## config.mk

```make
export PLATFORM = sky130hd
export DESIGN_NAME = comp_sched
export DESIGN_NICKNAME = d
export VERILOG_FILES = /design/src/rtl/comp_sched.sv
export SDC_FILE = /design/constraint.sdc
export NUM_CORES = 1
export LEC_CHECK = 0
export ABC_CLOCK_PERIOD_IN_PS = 2100
export CAP_MARGIN = 25
export CORE_UTILIZATION = 41
export DETAILED_ROUTE_END_ITERATION = 8
export PLACE_DENSITY = 0.74
export SYNTH_ARGS = -nofsm -noshare
export SYNTH_HDL_FRONTEND = slang
export SYNTH_SLANG_ARGS = --single-unit
```

## constraint.sdc

```tcl
create_clock -name clk -period 2.1 [get_ports clk]
set_clock_uncertainty 0.05 [all_clocks]
set_input_delay 0.315 -clock clk [delete_from_list [all_inputs] [get_ports clk]]
set_output_delay 0.315 -clock clk [all_outputs]
set_load 0.005 [all_outputs]
```

## src/rtl/comp_sched.sv

```systemverilog
// comp_sched: round-robin scheduler sharing one compress/decompress engine
// between NUM_REQ requesters, one job in flight, with a response timeout.
module comp_sched #(
   parameter int DATA_WIDTH = 8,
   parameter int NUM_REQ    = 2,
   parameter int TIMEOUT    = 16
) (
   input  logic                          clk,
   input  logic                          reset,
   input  logic [NUM_REQ-1:0]            req_valid,
   output logic [NUM_REQ-1:0]            req_ready,
   input  logic [2*NUM_REQ-1:0]          req_cmd,
   input  logic [DATA_WIDTH*NUM_REQ-1:0] req_data,
   output logic [NUM_REQ-1:0]            rsp_valid,
   output logic [1:0]                    rsp_code,
   output logic [DATA_WIDTH-1:0]         rsp_data,
   output logic                          busy,
   output logic [1:0]                    eng_command,
   output logic [DATA_WIDTH-1:0]         eng_data_in,
   output logic [DATA_WIDTH-1:0]         eng_compressed_in,
   input  logic [DATA_WIDTH-1:0]         eng_compressed_out,
   input  logic [DATA_WIDTH-1:0]         eng_decompressed_out,
   input  logic [1:0]                    eng_response
);
   localparam int IW = (NUM_REQ > 1) ? $clog2(NUM_REQ) : 1;
   localparam int CW = $clog2(TIMEOUT + 1);
   localparam logic [CW-1:0] CNT_MAX  = CW'(TIMEOUT);
   localparam logic [IW-1:0] LAST_REQ = IW'(NUM_REQ - 1);

   localparam logic [1:0] S_IDLE  = 2'd0;
   localparam logic [1:0] S_ISSUE = 2'd1;
   localparam logic [1:0] S_WAIT  = 2'd2;
   localparam logic [1:0] S_RESP  = 2'd3;

   localparam logic [1:0] CMD_NOP    = 2'b00;
   localparam logic [1:0] CMD_COMP   = 2'b01;
   localparam logic [1:0] CMD_DECOMP = 2'b10;

   localparam logic [1:0] RC_OK  = 2'b01;
   localparam logic [1:0] RC_INV = 2'b10;
   localparam logic [1:0] RC_TMO = 2'b11;

   localparam logic [1:0] ER_PEND = 2'b00;
   localparam logic [1:0] ER_OK   = 2'b01;

   logic [1:0]            state_q, state_d;
   logic [IW-1:0]         ptr_q, ptr_d;
   logic [IW-1:0]         idx_q, idx_d;
   logic [1:0]            cmd_q, cmd_d;
   logic [CW-1:0]         cnt_q, cnt_d;
   logic [1:0]            code_q, code_d;
   logic [DATA_WIDTH-1:0] rdata_q, rdata_d;
   logic [DATA_WIDTH-1:0] din_q, din_d;
   logic [DATA_WIDTH-1:0] cin_q, cin_d;

   logic                  gnt_vld;
   logic [IW-1:0]         gnt_idx;
   logic [1:0]            gnt_cmd;
   logic [DATA_WIDTH-1:0] gnt_data;
   logic                  gnt_legal;
   logic                  hs;

   // first valid requester at or after ptr, wrapping
   always_comb begin
      int            j;
      logic [IW-1:0] jj;
      j       = 0;
      jj      = '0;
      gnt_vld = 1'b0;
      gnt_idx = '0;
      for (int k = 0; k < NUM_REQ; k++) begin
         j = int'(ptr_q) + k;
         if (j >= NUM_REQ) begin
            j = j - NUM_REQ;
         end
         jj = IW'(j);
         if (!gnt_vld && req_valid[jj]) begin
            gnt_vld = 1'b1;
            gnt_idx = jj;
         end
      end
   end

   always_comb begin
      gnt_cmd  = CMD_NOP;
      gnt_data = '0;
      for (int i = 0; i < NUM_REQ; i++) begin
         if (gnt_idx == IW'(i)) begin
            gnt_cmd  = req_cmd[2*i +: 2];
            gnt_data = req_data[DATA_WIDTH*i +: DATA_WIDTH];
         end
      end
   end

   assign gnt_legal = (gnt_cmd == CMD_COMP) || (gnt_cmd == CMD_DECOMP);

   always_comb begin
      req_ready = '0;
      if (!reset && (state_q == S_IDLE) && gnt_vld) begin
         req_ready[gnt_idx] = 1'b1;
      end
   end

   assign hs = |req_ready;

   always_comb begin
      rsp_valid = '0;
      if (state_q == S_RESP) begin
         rsp_valid[idx_q] = 1'b1;
      end
   end

   assign busy              = (state_q != S_IDLE);
   assign eng_command       = (state_q == S_ISSUE) ? cmd_q : CMD_NOP;
   assign eng_data_in       = din_q;
   assign eng_compressed_in = cin_q;
   assign rsp_code          = code_q;
   assign rsp_data          = rdata_q;

   always_comb begin
      state_d = state_q;
      ptr_d   = ptr_q;
      idx_d   = idx_q;
      cmd_d   = cmd_q;
      cnt_d   = cnt_q;
      code_d  = code_q;
      rdata_d = rdata_q;
      din_d   = din_q;
      cin_d   = cin_q;
      unique case (state_q)
         S_IDLE: begin
            if (hs) begin
               idx_d = gnt_idx;
               cmd_d = gnt_cmd;
               ptr_d = (gnt_idx == LAST_REQ) ? '0 : gnt_idx + 1'b1;
               if (gnt_legal) begin
                  din_d   = (gnt_cmd == CMD_COMP) ? gnt_data : '0;
                  cin_d   = (gnt_cmd == CMD_DECOMP) ? gnt_data : '0;
                  state_d = S_ISSUE;
               end else begin
                  code_d  = RC_INV;
                  rdata_d = '0;
                  state_d = S_RESP;
               end
            end
         end
         S_ISSUE: begin
            cnt_d   = '0;
            state_d = S_WAIT;
         end
         S_WAIT: begin
            if (eng_response == ER_OK) begin
               code_d  = RC_OK;
               rdata_d = (cmd_q == CMD_COMP) ? eng_compressed_out
                                             : eng_decompressed_out;
               state_d = S_RESP;
            end else if (eng_response != ER_PEND) begin
               code_d  = RC_INV;
               rdata_d = '0;
               state_d = S_RESP;
            end else begin
               // saturating count: cannot wrap even if held in WAIT
               if (cnt_q != CNT_MAX) begin
                  cnt_d = cnt_q + 1'b1;
               end
               if (cnt_d == CNT_MAX) begin
                  code_d  = RC_TMO;
                  rdata_d = '0;
                  state_d = S_RESP;
               end
            end
         end
         S_RESP: begin
            state_d = S_IDLE;
         end
         default: begin
            state_d = S_IDLE;
         end
      endcase
   end

   always_ff @(posedge clk or posedge reset) begin
      if (reset) begin
         state_q <= S_IDLE;
         ptr_q   <= '0;
         idx_q   <= '0;
         cmd_q   <= CMD_NOP;
         cnt_q   <= '0;
         code_q  <= 2'b00;
         rdata_q <= '0;
         din_q   <= '0;
         cin_q   <= '0;
      end else begin
         state_q <= state_d;
         ptr_q   <= ptr_d;
         idx_q   <= idx_d;
         cmd_q   <= cmd_d;
         cnt_q   <= cnt_d;
         code_q  <= code_d;
         rdata_q <= rdata_d;
         din_q   <= din_d;
         cin_q   <= cin_d;
      end
   end

endmodule

```

==> impl_metrics.csv <==
group,metric,value,unit
yosys,ys.flop_type,"dfrtp_1",
placed_design,place_ws,-0.595,ns
routing,firstDrtPassIters,4,
setup_path,r2r.worst_path.cells,7,
setup_path,path_max_fanout,32,
floorplanning,dieArea,5550,µm²
yosys,synth_area,2150,µm²
grt,overflow,0,
routing,drt-initial-drc-count,115,
outcome,violations,"negative setup slack",
yosys,synth_top_family_by_area,"simple AND/OR/NAND/NOR gates",
sta,period_share,101,%
yosys,syn_area_per_cell,9.70,µm²
floorplanning,core,5070,µm²
finish,fin_util,66.2,%
clock_network,clock_sinks,37,
routing,vias,2003,
yosys,synthArstFlopShare,100,%
setup_path,arrival,2.28,ns
yosys,synth.area.mux_share,9.82,%
pwr,ir_worst_vdd,0.000551,V
clock_network,insertion_delay,0.30,ns
yosys,synth-simple-area-share,19.1,%
sta,drv_slew,0,
setup_path,reg2reg_to,"eng_data_in[3]",
pwr,switching_share,36.8,%
clock_network,holdBufCountCts,0,
placed_design,portBuffers,74,
sta,slew_headroom,67.9,%
finish,fin_nets,368,
grt,antenna_found_initial,0,
setup_path,rrSetupSlack,-0.02,ns
routing,wl,5540,µm
clock_network,clk_pin_slew_worst_paths,0.09,ns
setup_path,crit_type,"reg -> reg",
flow_run,drv_cap,0,
pwr,power_density,1030,nW/µm²
sta,min_period,2.12,ns
setup_path,crit_slowest_cell,"dfrtp_1",
floorplanning,initial_core_util,42.4,%
finish,n_antenna_cell,0,
pwr,power,3.45,mW
yosys,synth_compound_area_share,17.7,%
finish,final_cell_mix,"70 x clkdlybuf4s50_1, 39 x nand2_1, 37 x dfrtp_1, 19 x buf_4, 12 x o31ai_2",
finish,synthToLayoutAreaGrowth,56.1,%
yosys,synthCells,222,
grt,grt_max_degree,38,
clock_network,htreeDepth,2,
pwr,switching_power,1.27,mW
yosys,synth_edf_count,0,
yosys,ys_seq_area_share,43.0,%
routing,drc,0,
floorplanning,die_x,74.5,µm
clock_network,ctsLongestPathBuffers,2,
sta,finalHoldViolations,0,
pwr,pwr-share-comb,53.0,%
worst_hold_path,hold_class,"in -> async",
setup_path,cp-start-kind,"flip-flop",
setup_path,cpPeakStageDelay,0.42,ns
yosys,synthAdderAreaFrac,5.23,%
outcome,status,"finished, violations left",
routing,antenna_left,0,
setup_path,crit_required,2.25,ns
yosys,ys_warn_count,0,
sta,max_freq,471,MHz
yosys,syn-num-nets,273,
routing,avgViaCountPerCell,5.16,
pwr,internal-power,2.18,mW
grt,track_usage,20.7,%
yosys,netlist-cell-type-count,45,
sta,tightest_slew,0.482,ns
pwr,power_frac_clock,15.0,%
grt,grt_pass1_wl,8830,µm
floorplanning,die_h,74.5,µm
routing,wire_per_inst,14.3,µm
grt,grt_pass1_vias,1934,
pwr,seq_power_share,32.0,%
placed_design,gp_congestion,0.723,
yosys,synth-seq-cells,37,
clock_network,root_buffer,"clkbuf_8",
placed_design,dp_hpwl,4010,µm
clock_network,cts_tree,"built",
floorplanning,rows,26,
sta,setup_violations,11,
pwr,leakagePower,1.41,nW
sta,rsz0062_at_grt,"yes",
yosys,synth_xor_area_share,0.813,%
finish,layout_commonest_cell,"clkdlybuf4s50_1",
sta,setup_ws,-0.0241,ns
clock_network,cts_buffers,5,
setup_path,reg2reg_from,"ptr_q",
setup_path,crit_path_end_kind,"flip-flop",
setup_path,crit_chain,"o21ai_4 > mux2i_1 > inv_1 > ha_4 > or3_4 > buf_12 > o31ai_2",
finish,drive_gt1_share,22.3,%
floorplanning,io_pins,75,
[power by group through the flow]
| stage | Sequential, mW | Combinational (mW) | Clock (mW) |
|---|---|---|---|
| 6_report | 1.10 | 1.83 | 0.517 |
| 5_1_grt | 1.13 | 2.01 | 0.568 |
| 4_1_cts | 1.10 | 1.75 | 0.526 |
| 3_5_place_dp | 1.12 | 1.61 | 0 |
| 3_3_place_gp | 1.11 | 1.57 | 0 |
| 2_1_floorplan | 1.11 | 0.813 | 0 |
[stage by stage]
step                      setup TNS (ns)  cells  instance area (µm²)  hold slack [ns]
after floorplan                        0    222                 2180            0.405
after detailed placement          -14.20    372                 3090            0.418
after global routing               -1.70    388                 3360            0.464
after CTS                          -1.09    385                 3280            0.436
after global placement            -12.18    372                 3090            0.412
final                             -0.129    388                 3360            0.424
[flip-flops by register name, summed over array words and instances, names as in the netlist]
name	count
rsp_code	2
eng_compressed_in	8
ptr_q	1
idx_q	1
state_q	2
rsp_data	8
eng_data_in	8
cmd_q	2
cnt_q	5
[worst max-delay path: cells and delay by family, from the launching register on]
| kind | cells | cell delay [ns] |
|---|---|---|
| AO/OA/AOI/OAI | 2 | 0.44 |
| adder cells (fa/ha/maj) | 1 | 0.23 |
| buffers and inverters | 2 | 0.28 |
| flip-flops | 1 | 0.42 |
| multiplexers | 1 | 0.25 |
| AND/OR/NAND/NOR | 1 | 0.38 |
[cell type report]
| type | instances | area (µm²) |
|---|---|---|
| Fill cell | 423 | 1710 |
| Multi-Input combinational cell | 163 | 1270 |
| Timing Repair Buffer | 99 | 946 |
| Sequential cell | 37 | 926 |
| Tap cell | 70 | 87.6 |
| Clock buffer | 5 | 68.8 |
| Inverter | 11 | 41.3 |
| Clock inverter | 3 | 21.3 |
[per-layer routing]
layer,global-route usage (%),up-vias,share of wire (%)
met4,4.40,0,0.23
met5,0,-,0
met2,35.4,67,50
li1,-,984,-
met1,26.4,950,44
met3,5.15,2,5.6
[cells in the mapped netlist (all sizes together) (2+ instances only)]
master	instances	share of area [%]
nand3	10	2.3
o31ai	18	6.3
nand2	39	6.8
a21oi	4	0.93
nand4	2	0.58
inv	11	1.9
buf	6	1.6
o21ai	9	2.1
nor2	7	1.3
clkbuf	5	0.87
mux2i	11	5.1
nand2b	3	0.87
o211ai	8	2.8
and2	5	1.5
dfrtp	37	43
nor2b	7	2.0
ha	9	5.2
mux2	9	4.7
[worst max path at each step]
stage            startpoint              endpoint  slack (ns)  depth (start not counted)
2_1_floorplan         ptr_q  eng_compressed_in[4]       0.005                          8
3_3_place_gp   req_valid[0]  eng_compressed_in[4]       -0.47                          8
3_5_place_dp   req_valid[0]        eng_data_in[3]       -0.59                          8
4_1_cts               ptr_q        eng_data_in[3]       -0.08                          7
5_1_grt               ptr_q        eng_data_in[6]       -0.14                          7
6_report              ptr_q        eng_data_in[3]       -0.02                          7
[cell families (layout without fill, tap and decap cells)]
group                      after synthesis  in the layout
AOI/OAI and AO/OA                       52             52
muxes                                   20             20
xor gates and xnor gates                 2              2
buffers and inverters                   22            118
adders and majority gates                9              9
and+or+nand+nor                         80             80
DFF                                     37             37
[timing repair]
item,in CTS,in global routing
gates cloned,0,2
pin swaps,2,2
buffers inserted,5,1
gates resized for setup,19,12
setup endpoints to repair,28,26
hold endpoints to repair,0,0
Note: power is estimated with default switching activity, not from simulation.
